### src/rtl/video_timing_gen.sv
// video_timing_gen: free-running raster timing generator with registered, zero-skew sync/blank decode
module video_timing_gen #(
  parameter int H_ACTIVE = 640,
  parameter int H_FP = 16,
  parameter int H_SYNC = 96,
  parameter int H_BP = 48,
  parameter int V_ACTIVE = 480,
  parameter int V_FP = 10,
  parameter int V_SYNC = 2,
  parameter int V_BP = 33,
  parameter bit H_POL = 1'b0,
  parameter bit V_POL = 1'b0
) (
  input logic pixclk,
  input logic rst,
  output logic [11:0] CounterX,
  output logic [11:0] CounterY,
  output logic hSync,
  output logic vSync,
  output logic DrawArea,
  output logic animate,
  output logic frame_start,
  output logic [15:0] frame_cnt
);
  localparam int H_TOTAL = H_ACTIVE + H_FP + H_SYNC + H_BP;
  localparam int V_TOTAL = V_ACTIVE + V_FP + V_SYNC + V_BP;
  localparam int HS_BEG = H_ACTIVE + H_FP;
  localparam int HS_END = HS_BEG + H_SYNC;
  localparam int VS_BEG = V_ACTIVE + V_FP;
  localparam int VS_END = VS_BEG + V_SYNC;
  if (H_TOTAL > 4096 || V_TOTAL > 4096) begin : g_size_err
    $error("video_timing_gen: H_TOTAL and V_TOTAL must each be <= 4096");
  end
  logic [11:0] nx, ny;
  logic x_wrap, y_wrap, fs_n;
  always_comb begin
    x_wrap = CounterX == 12'(H_TOTAL - 1);
    y_wrap = CounterY == 12'(V_TOTAL - 1);
    nx = x_wrap ? 12'd0 : CounterX + 12'd1;
    ny = x_wrap ? (y_wrap ? 12'd0 : CounterY + 12'd1) : CounterY;
    fs_n = nx == 12'd0 && ny == 12'd0;
  end
  always_ff @(posedge pixclk) begin
    if (rst) begin
      CounterX <= '0;
      CounterY <= '0;
      DrawArea <= 1'b0;
      hSync <= ~H_POL;
      vSync <= ~V_POL;
      animate <= 1'b0;
      frame_start <= 1'b0;
      frame_cnt <= '0;
    end else begin
      CounterX <= nx;
      CounterY <= ny;
      DrawArea <= int'(nx) < H_ACTIVE && int'(ny) < V_ACTIVE;
      hSync <= (int'(nx) >= HS_BEG && int'(nx) < HS_END) ? H_POL : ~H_POL;
      vSync <= (int'(ny) >= VS_BEG && int'(ny) < VS_END) ? V_POL : ~V_POL;
      animate <= nx == 12'd0 && int'(ny) == V_ACTIVE;
      frame_start <= fs_n;
      frame_cnt <= frame_cnt + 16'(fs_n);
    end
  end
endmodule

### config.mk
export PLATFORM = sky130hd
export DESIGN_NAME = video_timing_gen
export DESIGN_NICKNAME = d
export VERILOG_FILES = /design/src/rtl/video_timing_gen.sv
export SDC_FILE = /design/constraint.sdc
export NUM_CORES = 1
export LEC_CHECK = 0
export ABC_AREA = 1
export CAP_MARGIN = 5
export CORE_UTILIZATION = 26
export CTS_CLUSTER_DIAMETER = 30
export DETAILED_ROUTE_END_ITERATION = 10
export MAX_ROUTING_LAYER = met4
export PLACE_DENSITY_LB_ADDON = 0.08
export SKIP_LAST_GASP = 1
export SYNTH_ARGS = -nofsm -noshare
export SYNTH_HDL_FRONTEND = slang
export SYNTH_SLANG_ARGS = --single-unit
### constraint.sdc
create_clock -name pixclk -period 4.4 [get_ports pixclk]
set_input_delay 0.88 -clock pixclk [delete_from_list [all_inputs] [get_ports pixclk]]
set_output_delay 0.88 -clock pixclk [all_outputs]
set_load 0.1 [all_outputs]
* After elaboration in Yosys (flattened, before gate mapping) *
Index checks and enable logic that the tools add are counted.

word-level totals
  input port bits = 2
  latch bits = 0
  logic and storage cells = 32
  RAM bits = 0
  memories kept = 0
  memory bits (read-only) = 0
  register bits = 45
  output and inout bits = 45

operators by class
  mux-type cells = 5
  bitwise logic cells = 0
  shift operators = 0
  multipliers = 0
  magnitude comparators = 6
  eq/ne operators = 3
  reductions and logical operators = 7
  divide/modulo/power cells = 0
  $add $sub $neg = 3

operators by type and width
  operator               number
  $eq 12x10->1 const B   3
  $mux 12                3
  $add 12x1->12 const B  2
  $logic_not 12->1       2
  $lt 12x10->1 const B   2
  $lt 12x9->1 const B    2
  $add 16x1->16          1
  $ge 12x10->1 const B   1
  $ge 12x9->1 const B    1
  $logic_and 1x1->1      5
  $mux 1                 2

* Depth between registers and ports, before layout *
Gate-level depths: netlist of the first run.

  word-level depth = 6
  mapped depth = 24
  mapped depth without buffers = 24

* Least setup slack after synthesis of the first run *
Ideal clock, no wire load.

  path type = reg2reg
  start = register CounterX[0]
  end = register frame_cnt[14]
  period minus slack after synthesis = 3.965 ns
  data arrival time = 3.844 ns
  cell stages (with the launch flop) = 23
  library setup time = 0.121 ns
  buffers on the path = 0
  required time = 4.279 ns
  slack = 0.435 ns
  cells stage by stage = dfxtp_1 ha_1 nand2_2 inv_2 nand2_1 nor2_4 nand2_4 nand2_1 inv_1 nor2_4 nand3_1 nor2_1 nand3_1 inv_1 ha_1 ha_1 nand3_1 nor2_1 nand3_1 nor3_1 nand4_1 o21ai_0 a21oi_1

on the way
  cells in the longest elaborated chain, start to end = 5
  elaborated cells on any way between the ends = 8
  those cells by class = add/sub (2); eq/ne (1); mux (2); reduce/logical (3)

RTL lines
  item                                                  RTL line  text
  from (decl)                                           16        output logic [11:0] CounterX,
  from (signal assigned)                                54        CounterX <= nx;
  $add 12x1->12 / $eq 12x10->1 (equally long branches)  39, 37
  $mux 12, on equally long branches                     39, 40
  $logic_not 12->1                                      41        fs_n = nx == 12'd0 && ny == 12'd0;
  $logic_and 1x1->1 (*)                                 41
  via fs_n                                              35        logic x_wrap, y_wrap, fs_n;
  $add 16x1->16 (*)                                     61        frame_cnt <= frame_cnt + 16'(fs_n);
  to (signal assigned)                                  61
  to (decl)                                             23        output logic [15:0] frame_cnt

Mark *: on every way through the listed nets, which the timed path passes. The rest lies on a longest branch.
A chain may end at the register's enable or synchronous reset.

* Worst setup path in the final report of the first run *
Ends and elaborated chain as after synthesis.

==> qor.yml, run 1 <==
outcome:
  status: "finished, final reports clean"
sta:
  hold_viol: 0
  worstMarginPinSlew_ns: 0.9814
  max_freq_mhz: 278.9
  skew_ns: 0.01049
  slew_violations: 0
  min_period_over_period_pct: 81.49
  setup_viol: 0
  period_minus_slack_ns: 3.585
  tns_ns: 0
  rsz0062_at_grt: "false"
  max-slew-margin-rel_pct: 34.37
drt:
  initialDrtViolationCount: 64
  via_count: 2594
  avgViaCountPerCell: 4.382
  avgRoutedWirePerCell_um: 11.71
  drc: 0
  drt.antenna.violating_nets: 0
  first_pass_iters: 4
  wirelength_mm: 6.934
power:
  comb_power_share_pct: 7.3
  p_seq_share_pct: 57.0
  p_int_uw: 536.2
  switchingPower_uw: 190.1
  p_clk_share_pct: 35.7
  powerDensity_nw_per_um2: 222.2
  p_leak_nw: 1.410
  ir_drop_uv: 93.40
  sw_frac_of_total_pct: 26.17
placed_design:
  dp_hpwl_mm: 5.224
  globalplace.congestion: 0.8463
  placed_area_um2: 3188
  dp.cells: 584
  portBuffers: 46
clock_network:
  path_clk_slew_ns: 0.09
  cts_sinks: 45
  cts.repair.resized: 0
  numCtsBuffers: 5
  tritoncts: "done"
  cts_max_path_buffers: 2
  insertion_delay_ns: 0.30
  cts_setup_buffers: 0
  htree_levels: 2
  cts_hold_buffers: 0
  cts.root.buffer_cell: "clkbuf_8"
min_path:
  hold_class: "flip-flop to flip-flop"
final_layout:
  stdcell_area_um2: 3268
  nNetsFinal: 466
  final_common_cell: "nand2_1"
  layout_common_cells: "100 x nand2_1, 76 x nor2_1, 61 x inv_1"
  stdcell_count: 592
  syn_to_final_growth_pct: 26.06
  num-fill-cells: 1083
  drive_gt1_share_pct: 4.793
  diodes: 0
worst_setup_path:
  r2r_end: "frame_cnt[14]"
  critPathLaunchType: "flip-flop"
  crit_end: "frame_cnt[14]"
  critPathMaxFanout: 13
  reg2reg_depth: 20
  ff2ff_setup_slack_ns: 0.81
  worstSetupStartpoint: "CounterX[0]"
  reg2reg_from: "CounterX[0]"
  critPathArrivalTime_ns: 3.78
  required_ns: 4.59
  crit_type: "flip-flop to flip-flop"
  worstSetupEndpointType: "flip-flop"
yosys:
  async_flop_share_pct: 0
  yosysWarnings: 0
  synth-main-ff-cell: "dfxtp_1"
  synth.avg_cell_area_um2: 6.308
  synth_cell_type_count: 29
  netlist_area_um2: 2592
  synth-seq-cells: 45
  syn_inst: 411
  yosysSeqAreaShare_pct: 34.75
  synth_fp_nets: 419
  synth-edff-count: 0
floorplan:
  die_h_um: 101.9
  dieArea_um2: 10370
  coreArea_um2: 9729
  io_pins: 47
  initial_core_util_pct: 26.65
  chipWidth_um: 101.9
  fp-row-count: 36
global_routing:
  grt_start_max_net_pins: 32
  grt-ovfl-total: 0
  antenna_found_initial: 0
  first_global_vias: 2425
  grt_usage_pct: 14.78
  grt_pass1_wl_mm: 11.54
flow_run:
  max-cap-violations: 0
[cell families after synthesis]
family | Yosys count | synth area share, %
xor gates and xnor gates | 2 | 0.6758
AOI/OAI and AO/OA | 31 | 6.660
and+or+nand+nor | 258 | 44.55
adders and majority gates | 6 | 2.896
DFF | 45 | 34.75
buffers and inverters | 69 | 10.47
[power groups by stage]
stage	combinational [mW]	sequential [mW]	clock, mW
after CTS	0.0540	0.414	0.274
after detailed placement	0.0539	0.424	0
after global routing	0.0570	0.415	0.287
after global placement	0.0536	0.424	0
final	0.0533	0.414	0.259
after floorplan	0.0142	0.449	0
[state kept, by name, summed over array words and instances, names as in the netlist]
| name | count |
|---|---|
| animate | 1 |
| hSync | 1 |
| vSync | 1 |
| frame_start | 1 |
| CounterX | 12 |
| DrawArea | 1 |
| CounterY | 12 |
| frame_cnt | 16 |
[through the flow]
step	power [mW]	hold WS (ns)	util [%]	setup WS [ns]
global route	0.7582	0.5477	33.59	0.3149
floorplan	0.4635	0.9297	-	0.4348
global placement	0.4773	0.4951	32.77	0.9037
CTS	0.7425	0.5069	33.59	0.7945
detailed placement	0.4774	0.4895	32.77	0.7859
finish	0.7263	0.5027	33.59	0.8146
[per-layer routing]
| layer | GRT usage, % | vias up | wire length [um] |
|---|---|---|---|
| li1 | - | 1395 | - |
| met1 | 19.34 | 1145 | 3563 |
| met3 | 2.257 | 5 | 199 |
| met5 | - | - | 0 |
| met4 | 3.846 | 0 | 59 |
| met2 | 23.80 | 49 | 3112 |
[how the worst min path moves through the flow]
stage	end	from	cells after the start	slack, ns
final	frame_cnt[14]	frame_cnt[14]	2	0.50
after global placement	frame_cnt[14]	frame_cnt[14]	2	0.50
after CTS	frame_cnt[14]	frame_cnt[14]	2	0.51
after detailed placement	frame_cnt[14]	frame_cnt[14]	2	0.49
after global routing	frame_cnt[14]	frame_cnt[14]	2	0.55
after floorplan	frame_cnt[14]	frame_cnt[14]	2	0.93
[synthesized netlist by cell type, types with 2 or more instances]
library cell  number  area, um^2
nand2_1          100       375.4
o21a_1             3       22.52
dfxtp_1           45       900.9
o21ai_0           13       65.06
nand3_1           41       205.2
ha_1               6       75.07
nand4_1           13       81.33
nand3_2            2       20.02
nor2_2             2       12.51
nor2_1            76       285.3
a21oi_1           12       60.06
nand2_2            4       25.02
nand3b_1           3       22.52
clkbuf_1           3       11.26
inv_1             61       229.0
o21ai_2            2       17.52
nor2_4             3       33.78
nor3_1            11       55.05
[worst max-delay path, stage by stage, from the launching register on]
cell     delay [ns]
dfxtp_1        0.41
ha_1           0.20
nand2_2        0.12
nor2_1         0.11
nand3_1        0.08
nor2_2         0.42
nor2_1         0.11
nor2_1         0.16
nand3_1        0.09
nor2_1         0.13
nand3_1        0.13
inv_1          0.08
ha_1           0.16
ha_1           0.18
nand3_1        0.12
nor2_1         0.16
nand3_1        0.17
nor3_1         0.29
nand4_1        0.15
o21ai_0        0.17
a21oi_1        0.05
[area by class of cell]
cell class              instances  area, um^2  share of cell area [%]
multi-input cells             297        1420                   43.45
well taps                     133       166.4                   5.092
clock buffers                   8       80.08                   2.450
repair buffers                 47       467.9                   14.32
flip-flops and latches         45       900.9                   27.57
inverters                      62       232.7                   7.121
Power figures use the tool's default switching activity.
==> inputs of run 2 (changes only) <==
Clock period 4.4 ns to 3.1 ns, I/O delays scaled along.
==> run 2 against run 1 <==
  * Combinational power increased by 45%
  * Critical path type unchanged
  * Utilization increased by 3.0 points
  * Non-clock buffer count rose by 19
  * Global-route usage is 0.61 points higher
  * Total power grew 52%
  * Final area grew 8.9%
  * Sequential cell count did not move
  * Critical path depth increased by 2
  * Largest power group unchanged
  * Wire length is 6.8% higher
  * Register-to-register slack worse by 0.60 ns
  * Setup slack lost 0.60 ns
  * Via count up 5.4%
==> qor.yml, run 2 (same netlist as run 1, synthesis figures left out) <==
sta:
  hold-worst-slack_ns: 0.4644  # -0.03836 ns
  setup_ws_ns: 0.2152  # -0.5994 ns
  hold_viol: 0  # unchanged
  skew_ns: 0.01554  # +0.005048 ns
  rsz0062_at_grt: "true"
  period_minus_slack_ns: 2.885  # -0.7006 ns
  tns_ns: 0  # unchanged
  worstMarginPinSlew_ns: 0.3719  # -0.6096 ns
  max-slew-margin-rel_pct: 75.21  # +41 points
  max_freq_mhz: 346.6  # +24%
  setup_viol: 0  # unchanged
  slew_violations: 0  # unchanged
  min_period_over_period_pct: 93.06  # +12 points
global_routing:
  antenna_found_initial: 0  # unchanged
  grt_pass1_wl_mm: 12.04  # +4.3%
  grt-ovfl-total: 0  # unchanged
  grt_start_max_net_pins: 31  # -3.1%
  grt_usage_pct: 15.39  # +0.61 points
  first_global_vias: 2467  # +1.7%
final_layout:
  nNetsFinal: 485  # +4.1%
  regMostFlops: "frame_cnt"
  diodes: 0  # unchanged
  utilization_pct: 36.59  # +3.0 points
  layout_common_cells: "93 x nand2_1, 67 x nor2_1, 65 x buf_4"
  syn_to_final_growth_pct: 37.31
  final_common_cell: "nand2_1"
  largest_register_ffs: 16  # unchanged
  drive_gt1_share_pct: 30.54  # +26 points
  reg_top3: "frame_cnt: 16 flops, CounterX: 12 flops, CounterY: 12 flops"
floorplan:
  die_h_um: 101.9  # unchanged
  fp-row-count: 36  # unchanged
  initial_core_util_pct: 26.65  # unchanged
  chipWidth_um: 101.9  # unchanged
  coreArea_um2: 9729  # unchanged
  dieArea_um2: 10370  # unchanged
  io_pins: 47  # unchanged
power:
  p_total_mw: 1.101  # +52%
  p_leak_nw: 1.647  # +17%
  powerDensity_nw_per_um2: 309.3  # +39%
  ir_drop_uv: 150.5  # +61%
worst_setup_path:
  required_ns: 3.32  # -1.27 ns
  crit_family: "simple AND/OR/NAND/NOR gates"
  critPathArrivalTime_ns: 3.10  # -0.68 ns
  path_cells: "ha_4 -> nand2_4 -> nor2_2 -> nand3_2 -> nor2_4 -> nand2_1 -> nand2_1 -> inv_1 -> nor2_1 -> nand2_1 -> nor2_2 -> nand3_2 -> inv_2 -> ha_4 -> nand3_4 -> nor2_4 -> nand3_2 -> nand3b_1 -> nor2_2 -> buf_4 -> a21oi_1 -> o21a_1"
  crit_buf_inv: 3  # +2
  max_stage_delay_ns: 0.39  # -0.03 ns
  reg2reg_depth: 22  # +10%
  path_depth: 22  # +10%
  critPathLaunchType: "flip-flop"
  worstSetupEndpointType: "flip-flop"
  crit_type: "flip-flop to flip-flop"
  critPathMaxFanout: 6  # -7
  slowest_stage: "dfxtp_4"
clock_network:
  tritoncts: "done"
  htree_levels: 2  # unchanged
  cts_max_path_buffers: 2  # unchanged
  path_clk_slew_ns: 0.10  # about the same
  numCtsBuffers: 5  # unchanged
  cts.root.buffer_cell: "clkbuf_8"
  cts_sinks: 45  # unchanged
  cts_hold_buffers: 0  # unchanged
  insertion_delay_ns: 0.31  # about the same
drt:
  drc: 0  # unchanged
  drt.antenna.violating_nets: 0  # unchanged
  wirelength_mm: 7.404  # +6.8%
  avgRoutedWirePerCell_um: 12.12  # +3.5%
  first_pass_iters: 4  # unchanged
  initialDrtViolationCount: 100  # +56%
  via_count: 2735  # +5.4%
  avgViaCountPerCell: 4.476  # +2.2%
placed_design:
  portBuffers: 46  # unchanged
  pre_cts_ws_ns: -0.07339  # -0.8593 ns
  dp_hpwl_mm: 5.523  # +5.7%
  globalplace.congestion: 0.8128  # -4.0%
min_path:
  hold_path_depth: 1  # -1
  hold_class: "flip-flop to flip-flop"
outcome:
  status: "finished, final reports clean"
flow_run:
  max-cap-violations: 0  # unchanged
-- run 2: final cells by class --
class / count / area, um^2
Clock buffer: 6 / 93.84
Clock inverter: 2 / 15.01
Multi-Input combinational cell: 297 / 1594
Inverter: 62 / 232.7
Sequential cell: 45 / 959.7
Timing Repair Buffer: 66 / 498.0
Fill cell: 1097 / 6170
Tap cell: 133 / 166.4
-- run 2: worst paths after layout --
| kind | from | endpoint | slack (ns) |
|---|---|---|---|
| max reg2reg | CounterX[0] | frame_cnt[11] | 0.22 |
| min reg2reg | CounterX[0] | CounterX[0] | 0.46 |
| min | CounterX[0] | CounterX[0] | 0.46 |
| max | CounterX[0] | frame_cnt[11] | 0.22 |
-- run 2: power by group --
group          internal (mW)  leakage (nW)  switching (mW)
clock network          0.210        0.0569           0.232
logic                 0.0177          1.21          0.0597
registers              0.575         0.378         0.00688
-- run 2: what timing repair did --
| action | CTS | global route |
|---|---|---|
| endpoints found under the setup margin | 5 | 8 |
| gates resized for setup | 2 | 23 |
| buffers inserted | 0 | 10 |
| pin swaps | 0 | 13 |
-- run 2: metrics by stage --
step | instance area (um^2) | std cells
CTS | 3396 | 601
global placement | 3279 | 593
floorplan | 2731 | 411
global route | 3560 | 611
detailed placement | 3279 | 593
finish | 3560 | 611
-- run 2: metal layers --
metal,part of all wire [%],vias to the layer above,track usage [%]
met1,50,1245,20.94
met5,0,-,-
li1,-,1433,-
met2,45,51,24.12
met4,1.0,0,3.626
met3,3.7,6,2.189
==> inputs of run 3 (changes only) <==
Clock period 3.1 ns to 2.4 ns, I/O delays scaled along.
==> run 3 against run 2 <==
  * The flow now finishes with violations (negative setup slack)
  * Global-route usage grew 2.0 points
  * Combinational power grew 49%
  * Setup slack lost 0.62 ns
  * Die area is the same
  * Final cell count grew 17%
  * Fmax grew 3.0%
  * Sequential power grew 29%
  * Wire length grew 14%
  * Sequential cell count is the same
  * Sequential share of layout area shrank 5.6 points
  * Clock-buffer cell count shrank 1
  * Utilization grew 9.7 points
  * Critical path type unchanged
  * Largest cell class unchanged
==> qor.yml, run 3 (same netlist as run 1, synthesis figures left out) <==
sta:
  max-slew-margin-rel_pct: 74.51  # -0.70 points
  hold-worst-slack_ns: 0.5250  # +0.06061 ns
  slew_violations: 0  # unchanged
  min_period_over_period_pct: 116.7  # +24 points
  rsz0062_at_grt: "true"
  worstMarginPinSlew_ns: 0.3824  # +0.01057 ns
  hold_viol: 0  # unchanged
  tns_ns: -3.299  # -3.299 ns
  period_minus_slack_ns: 2.801  # -0.08372 ns
  setup_ws_ns: -0.4011  # -0.6163 ns
  skew_ns: 0.01514  # -0.0004008 ns
  max_freq_mhz: 357.0  # +3.0%
  setup_viol: 12  # +12
final_layout:
  seq_area_um2: 960.9  # +0.13%
  final_common_cell: "buf_4"
  multi_input_area_um2: 1768  # +11%
  syn_to_final_growth_pct: 73.89
  reg_top3: "frame_cnt: 16 flops, CounterX: 12 flops, CounterY: 12 flops"
  layout_common_cells: "158 x buf_4, 85 x nand2_1, 63 x nor2_1"
  regMostFlops: "frame_cnt"
  stdcell_area_um2: 4508  # +27%
  nNetsFinal: 587  # +21%
  diodes: 0  # unchanged
  num-fill-cells: 1062  # -3.2%
  largest_register_ffs: 16  # unchanged
  drive_gt1_share_pct: 48.45  # +18 points
placed_design:
  placed_area_um2: 3909  # +19%
  dp_hpwl_mm: 6.208  # +12%
  pre_cts_ws_ns: -0.6604  # -0.5870 ns
  globalplace.congestion: 0.7984  # -1.8%
  portBuffers: 46  # unchanged
floorplan:
  initial_core_util_pct: 26.65  # unchanged
  fp-row-count: 36  # unchanged
  io_pins: 47  # unchanged
  chipWidth_um: 101.9  # unchanged
  dieArea_um2: 10370  # unchanged
  coreArea_um2: 9729  # unchanged
  die_h_um: 101.9  # unchanged
clock_network:
  insertion_delay_ns: 0.31  # about the same
  tritoncts: "done"
  htree_levels: 2  # unchanged
  cts_hold_buffers: 0  # unchanged
  cts.root.buffer_cell: "clkbuf_8"
  numCtsBuffers: 5  # unchanged
  cts_max_path_buffers: 2  # unchanged
  path_clk_slew_ns: 0.10  # about the same
  cts_sinks: 45  # unchanged
power:
  sw_frac_of_total_pct: 28.12  # +1.0 points
  switchingPower_uw: 383.9  # +29%
  p_int_uw: 981.4  # +22%
  p_seq_share_pct: 54.9  # +2.1 points
  p_leak_nw: 2.193  # +33%
  powerDensity_nw_per_um2: 302.9  # -2.1%
  p_clk_share_pct: 36.7  # -3.5 points
  ir_drop_uv: 200.9  # +34%
  comb_power_share_pct: 8.4  # +1.4 points
global_routing:
  antenna_found_initial: 0  # unchanged
  grt-ovfl-total: 0  # unchanged
  grt_start_max_net_pins: 31  # unchanged
  grt_usage_pct: 17.40  # +2.0 points
  first_global_vias: 2943  # +19%
  grt_pass1_wl_mm: 13.66  # +13%
drt:
  via_count: 3107  # +14%
  drt.antenna.violating_nets: 0  # unchanged
  avgRoutedWirePerCell_um: 11.80  # -2.6%
  initialDrtViolationCount: 73  # -27%
  drc: 0  # unchanged
  first_pass_iters: 4  # unchanged
  avgViaCountPerCell: 4.358  # -2.7%
  wirelength_mm: 8.414  # +14%
worst_setup_path:
  worstSetupEndpointType: "flip-flop"
  critPathArrivalTime_ns: 3.02  # -0.08 ns
  critPathMaxFanout: 5  # -1
  required_ns: 2.62  # -0.70 ns
  crit_type: "flip-flop to flip-flop"
  ff2ff_setup_slack_ns: -0.40  # -0.62 ns
  critPathLaunchType: "flip-flop"
outcome:
  status: "finished, violations left"
  violations: "negative setup slack"
flow_run:
  max-cap-violations: 0  # unchanged
min_path:
  hold_class: "flip-flop to flip-flop"
[run 3: critical path, cell delays in order (launching register included)]
cell      delay (ns)
dfxtp_4         0.35
nand2_1         0.10
inv_2           0.11
nand3_2         0.12
inv_1           0.17
nand2_4         0.11
nand2_2         0.09
o21ai_2         0.06
nor2_1          0.12
nand2_1         0.09
nor2_2          0.14
nand3_2         0.09
inv_2           0.07
ha_4            0.15
nand3_4         0.09
nor2_4          0.14
nand3_2         0.07
nand3b_1        0.20
nor2_2          0.15
buf_4           0.13
a21oi_2         0.04
o21a_1          0.11
[run 3: worst paths after layout]
kind	cells after the start	startpoint	end
max	21	CounterX[9]	frame_cnt[11]
min reg2reg	2	frame_cnt[14]	frame_cnt[14]
max reg2reg	21	CounterX[9]	frame_cnt[11]
min	2	frame_cnt[14]	frame_cnt[14]
[run 3: area by class of cell]
class | instances | share of cell area [%]
Inverter | 62 | 5.218
Sequential cell | 45 | 21.32
Clock buffer | 5 | 1.527
Tap cell | 133 | 3.691
Multi-Input combinational cell | 298 | 39.22
Timing Repair Buffer | 167 | 28.53
Clock inverter | 3 | 0.4996
[run 3: routing by layer]
layer	vias up	track usage (%)	share of wire [%]
met4	0	5.055	0.97
met1	1404	22.27	47
met5	-	-	0
met2	52	28.48	49
li1	1643	-	-
met3	8	2.531	3.9
[run 3: per-stage QoR]
step | instances | power, mW | utilization (%)
after detailed placement | 674 | 0.8778 | 40.17
after CTS | 699 | 1.391 | 43.54
after floorplan | 411 | 0.8447 | -
final | 713 | 1.365 | 46.33
after global routing | 713 | 1.426 | 46.33
after global placement | 674 | 0.8772 | 40.17
[run 3: power by group through the flow]
stage                     clock network [mW]  logic [mW]  registers (mW)
after floorplan                            0      0.0287           0.816
after global placement                     0       0.111           0.767
after detailed placement                   0       0.111           0.766
after CTS                              0.529       0.113           0.749
after global routing                   0.552       0.123           0.751
final                                  0.501       0.115           0.750
[run 3: what timing repair did]
item	4_1_cts	5_1_grt
gates resized for setup	31	43
cloned	0	1
pin swaps	13	27
buffers inserted	19	18
setup endpoints to repair	12	16
